--- config.mk ---
export PLATFORM = sky130hd
export DESIGN_NAME = multi_port_free_list
export DESIGN_NICKNAME = d
export VERILOG_FILES = /design/src/rtl/multi_port_free_list_pkg.sv /design/src/rtl/multi_port_free_list_lane_rank.sv /design/src/rtl/multi_port_free_list.sv
export SDC_FILE = /design/constraint.sdc
export NUM_CORES = 1
export LEC_CHECK = 0
export CAP_MARGIN = 40
export CORE_UTILIZATION = 65
export DETAILED_ROUTE_END_ITERATION = 10
export GPL_TIMING_DRIVEN = 1
export HOLD_SLACK_MARGIN = 0.1
export PLACE_DENSITY_LB_ADDON = 0.08
export SETUP_SLACK_MARGIN = 0.05
export SKIP_CTS_REPAIR_TIMING = 1
export SLEW_MARGIN = 20
export SYNTH_ARGS = -nofsm -noshare
export SYNTH_HDL_FRONTEND = slang
export SYNTH_SLANG_ARGS = --single-unit
--- constraint.sdc ---
create_clock -name clk -period 10.38 [get_ports clk]
set_input_delay 1.557 -clock clk [delete_from_list [all_inputs] [get_ports clk]]
set_output_delay 1.557 -clock clk [all_outputs]
set_load 0.005 [all_outputs]
--- src/rtl/multi_port_free_list_pkg.sv ---
// Shared sizing for the rename free list and the branch checkpoint table.
// fl_ptr_t is the head-pointer snapshot format both blocks exchange.
package multi_port_free_list_pkg;
    localparam int FREE_LIST_DEPTH       = 32;
    localparam int FREE_LIST_PTR_WIDTH   = $clog2(FREE_LIST_DEPTH) + 1;
    localparam int FREE_LIST_ALLOC_PORTS = 2;
    localparam int FREE_LIST_FREE_PORTS  = 2;
    localparam int FREE_LIST_TAG_WIDTH   = 6;
    localparam int FREE_LIST_INIT_BASE   = 32;

    typedef logic [FREE_LIST_PTR_WIDTH-1:0] fl_ptr_t;
endpackage

--- src/rtl/multi_port_free_list_lane_rank.sv ---
// Exclusive prefix popcount: rank of lane i = number of set bits below i.
// Also reports the total number of set bits.
module lane_rank #(
    parameter int LANES = 2,
    parameter int RW    = $clog2(LANES + 1)
) (
    input  logic [LANES-1:0]    vec,
    output logic [LANES*RW-1:0] rank,
    output logic [RW-1:0]       total
);
    always_comb begin
        rank  = '0;
        total = '0;
        for (int i = 0; i < LANES; i++) begin
            rank[i*RW +: RW] = total;
            total            = total + RW'(vec[i]);
        end
    end
endmodule

--- src/rtl/multi_port_free_list.sv ---
// Multi-lane physical-register free list: circular tag array with wrap-bit
// head/tail pointers, all-or-nothing allocation and single-cycle head restore.
module multi_port_free_list
    import multi_port_free_list_pkg::*;
#(
    parameter int TAG_WIDTH   = FREE_LIST_TAG_WIDTH,
    parameter int DEPTH       = FREE_LIST_DEPTH,
    parameter int ALLOC_PORTS = FREE_LIST_ALLOC_PORTS,
    parameter int FREE_PORTS  = FREE_LIST_FREE_PORTS,
    parameter int INIT_BASE   = FREE_LIST_INIT_BASE,
    parameter int PTR_W       = $clog2(DEPTH) + 1
) (
    input  logic                           clk,
    input  logic                           rst,
    input  logic [ALLOC_PORTS-1:0]         alloc_req,
    output logic                           alloc_ok,
    output logic [ALLOC_PORTS*TAG_WIDTH-1:0] alloc_tag,
    input  logic [FREE_PORTS-1:0]          free_valid,
    input  logic [FREE_PORTS*TAG_WIDTH-1:0] free_tag,
    input  logic                           restore,
    input  logic [PTR_W-1:0]               restore_ptr,
    output logic [PTR_W-1:0]               head_ptr,
    output logic [PTR_W-1:0]               count,
    output logic                           empty,
    output logic                           full,
    output logic                           overflow_err
);
    localparam int IDX_W = PTR_W - 1;
    localparam int ARW   = $clog2(ALLOC_PORTS + 1);
    localparam int FRW   = $clog2(FREE_PORTS + 1);

    logic [PTR_W-1:0]     head_q, head_d, tail_q, tail_d;
    logic [TAG_WIDTH-1:0] mem_q [DEPTH];
    logic [TAG_WIDTH-1:0] mem_d [DEPTH];
    logic                 ovf_q, ovf_d;

    logic [ALLOC_PORTS*ARW-1:0] alloc_rank;
    logic [ARW-1:0]             alloc_n;
    logic [FREE_PORTS-1:0]      free_acc;
    logic [FREE_PORTS*FRW-1:0]  free_rank;
    logic [FRW-1:0]             free_k;
    logic [PTR_W-1:0]           space;

    lane_rank #(.LANES(ALLOC_PORTS), .RW(ARW)) u_alloc_rank (
        .vec   (alloc_req),
        .rank  (alloc_rank),
        .total (alloc_n)
    );

    lane_rank #(.LANES(FREE_PORTS), .RW(FRW)) u_free_rank (
        .vec   (free_acc),
        .rank  (free_rank),
        .total (free_k)
    );

    assign count        = tail_q - head_q;
    assign head_ptr     = head_q;
    assign empty        = (count == '0);
    assign full         = (count == PTR_W'(DEPTH));
    assign overflow_err = ovf_q;
    assign space        = PTR_W'(DEPTH) - count;

    // Allocation handshake: the requested lanes are granted together when
    // alloc_ok is high in that cycle; with alloc_ok low nothing is consumed.
    assign alloc_ok = (PTR_W'(alloc_n) <= count) && !restore;

    always_comb begin : alloc_read
        logic [PTR_W-1:0] p;
        alloc_tag = '0;
        for (int i = 0; i < ALLOC_PORTS; i++) begin
            p = head_q + PTR_W'(alloc_rank[i*ARW +: ARW]);
            alloc_tag[i*TAG_WIDTH +: TAG_WIDTH] = mem_q[p[IDX_W-1:0]];
        end
    end

    always_comb begin
        for (int j = 0; j < FREE_PORTS; j++) begin
            free_acc[j] = free_valid[j] && (free_tag[j*TAG_WIDTH +: TAG_WIDTH] != '0);
        end
    end

    always_comb begin : next_state
        logic [PTR_W-1:0] r;
        logic [PTR_W-1:0] p;
        mem_d  = mem_q;
        ovf_d  = ovf_q;
        tail_d = tail_q;
        head_d = head_q;
        r      = '0;
        p      = '0;

        // Releases beyond the free space are dropped, not wrapped over live slots.
        if (PTR_W'(free_k) > space) begin
            tail_d = tail_q + space;
            ovf_d  = 1'b1;
        end else begin
            tail_d = tail_q + PTR_W'(free_k);
        end

        for (int j = 0; j < FREE_PORTS; j++) begin
            r = PTR_W'(free_rank[j*FRW +: FRW]);
            if (free_acc[j] && (r < space)) begin
                p = tail_q + r;
                mem_d[p[IDX_W-1:0]] = free_tag[j*TAG_WIDTH +: TAG_WIDTH];
            end
        end

        if (restore) begin
            head_d = restore_ptr;
        end else if (alloc_ok) begin
            head_d = head_q + PTR_W'(alloc_n);
        end
    end

    always_ff @(posedge clk) begin
        if (rst) begin
            head_q <= '0;
            tail_q <= PTR_W'(DEPTH);
            ovf_q  <= 1'b0;
            for (int i = 0; i < DEPTH; i++) begin
                mem_q[i] <= TAG_WIDTH'(INIT_BASE + i);
            end
        end else begin
            head_q <= head_d;
            tail_q <= tail_d;
            ovf_q  <= ovf_d;
            mem_q  <= mem_d;
        end
    end
endmodule

==> results.tsv <==
metric	value	unit
yosysTopAreaCell	dfxtp_1	
cts.htree.levels	1	
reg2reg_to	tail_q[5]	
synth_compound_area_frac	0.1486	
muxShareOfSynthArea	0.3146	
hpwl	32030	µm
wl	47390	µm
synth_common_cells	dfxtp_1, nor2_1, mux4_2, nand2_1, mux2i_1	
leakagePower	5.886	nW
avgSynthCellArea	9.905	µm²
grt_max_degree	62	
io_pins	53	
required	8820	ps
rows	52	
routedWlPerCell	28.95	µm
timing.final.crit_share	0.6420	
netlist_area	13450	µm²
p_switching	0.001245	W
yosys-top-cells-area	dfxtp_1, mux4_2, mux2i_1	
drive_above_1_share	0.2056	
grt_pass1_vias	11739	
cts_buffers	24	
first_iter_violations	1821	
cp_max_fo	48	
antenna_found_initial	0	
seq_power_share	0.315	
r2r-start	head_ptr[1]	
ys_types	63	
track_usage	0.4476	
vias	12277	
crit_type	primary input to output pin	
syn_inst	1358	
synth-simple-area-share	0.1485	
fin_util	0.7384	
io_buffer_count	52	
finalSetupViolCount	0	
intPower	0.001913	W
synthAdderAreaFrac	0.02679	
synth-async-reset-ratio	0	
synth_most_common_cell	dfxtp_1	
synth_edf_count	0	
r2r_setup_slack	5420	ps
clock_power_share	0.262	
grt_pass1_wl	71570	µm
setup-tns-final	0	ps
p_per_area	211.4	nW/µm²
relSlewSlack	0.3963	
cap_violations	0	
numClockSinks	205	
drv_slew	0	
synth_top_family_by_area	multiplexers	
arrival	5110	ps
rr_worst_depth	17	
min_to	overflow_err	
cts.path.max_buffers	3	
cts_tree	done	
yosysSeqAreaShare	0.3051	
clk_pin_slew	60	ps
gp_congestion	0.9788	
swShare	0.3942	
synth-main-ff-cell	dfxtp_1	
hold_viol	0	
ant_nets	0	
rsz0062_at_grt	no	
clock_latency	530	ps
ys_ff_latch	205	
start_util	0.6647	
fin_nets	1405	
skew	7.482	ps
core_area	20230	µm²
synth_xor_area_frac	0.01228	
antenna_cells	0	
viasPerCell	7.500	
die-width	145.9	µm
end_kind	output pin	
grt.overflow.total	0	
max_freq	150.1	MHz
yosysTopAreaCellShare	0.3051	
ys_warn_count	0	
start_kind	primary input	
worstHoldStart	overflow_err	
hold_class	register to register	
drc_errors	0	
fin_crit	6664	ps
status	finished clean	
die_y	145.9	µm
worst_pin_slew	902.2	ps
min_path_cells	2	
cts_root_buf	clkbuf_16	
vdd_drop_max	0.1553	mV
combPwrFrac	0.422	
dieArea	21270	µm²
area_delta_synth_final	11.08	%
first_pass_iters	6	
-- through the flow --
stage	hold slack, ps	setup WS [ps]	total power, W	cells	cell area, µm²
final	462.2	3716	0.003158	1637	14940
after global placement	473.7	3636	0.002259	1585	14030
after global routing	494.9	3715	0.003262	1637	14940
after floorplan	442.1	4638	0.001880	1360	13460
after detailed placement	463.9	3813	0.002294	1593	14160
after CTS	473.0	3805	0.003110	1633	14910
-- worst max-delay path, stage by stage --
cell	delay (ps)
clkdlybuf4s50_1	500
ha_4	210
ha_2	300
buf_4	590
mux4_2	590
mux4_2	520
mux2_2	330
clkdlybuf4s50_1	460
-- area by class of cell --
cell class | count | area (µm²)
inverters | 24 | 90.09
repair buffers | 87 | 833.3
fillers | 1466 | 5294
multi-input cells | 1011 | 8817
well taps | 270 | 337.8
clock inverters | 6 | 33.78
flip-flops and latches | 205 | 4109
clock buffers | 34 | 719.4
-- power groups by stage --
stage               Combinational (W)  Sequential [W]  Clock, W
finish                        0.00133        0.000995  0.000829
detailed placement            0.00129         0.00100         0
global route                  0.00140         0.00100  0.000857
global placement              0.00125         0.00101         0
CTS                           0.00130        0.000989  0.000824
floorplan                    0.000936        0.000944         0
-- sequential cells by signal, indices dropped and copies added, names as in the netlist --
signal / flops
tail_q: 6
head_ptr: 6
mem_q: 192
overflow_err: 1
-- worst max-delay path by stage --
stage                     to  slack [ps]         start  cells past startpoint
3_5_place_dp   alloc_tag[11]        3810  alloc_req[0]                      8
5_1_grt        alloc_tag[11]        3720  alloc_req[0]                      8
4_1_cts        alloc_tag[11]        3800  alloc_req[0]                      8
2_1_floorplan  alloc_tag[11]        4640  alloc_req[0]                      6
6_report       alloc_tag[11]        3720  alloc_req[0]                      8
3_3_place_gp       tail_q[5]        3640   free_tag[4]                     18
-- routing by layer --
| metal | track usage | part of all wire | vias up | wire [µm] |
|---|---|---|---|---|
| li1 | - | - | 5155 | - |
| met1 | 0.5690 | 0.35 | 5884 | 16660 |
| met2 | 0.6835 | 0.44 | 995 | 20900 |
| met3 | 0.09279 | 0.12 | 243 | 5807 |
| met4 | 0.3189 | 0.085 | 0 | 4017 |
| met5 | 0 | 0 | - | 0 |
-- cell families after synthesis --
logic type,count (synthesis)
xor+xnor,18
other cells,1
mux,268
buf+inv,144
flops,205
compound gates,270
fa+ha+maj,27
simple gates,425
-- layout by cell type (no fill, tap or decap), drive strengths merged, types with 14 or more instances in the layout --
cell / n
o21ai: 40
dfxtp: 205
a22oi: 80
and3: 27
clkdlybuf4s50: 50
nand2: 131
buf: 37
and2: 14
ha: 24
a211oi: 84
nor2: 141
a32oi: 18
mux2: 38
a21oi: 21
nor3: 35
mux4: 120
inv: 22
clkbuf: 34
mux2i: 110
nand3: 33
No activity file was read; power rests on OpenSTA's default activity.
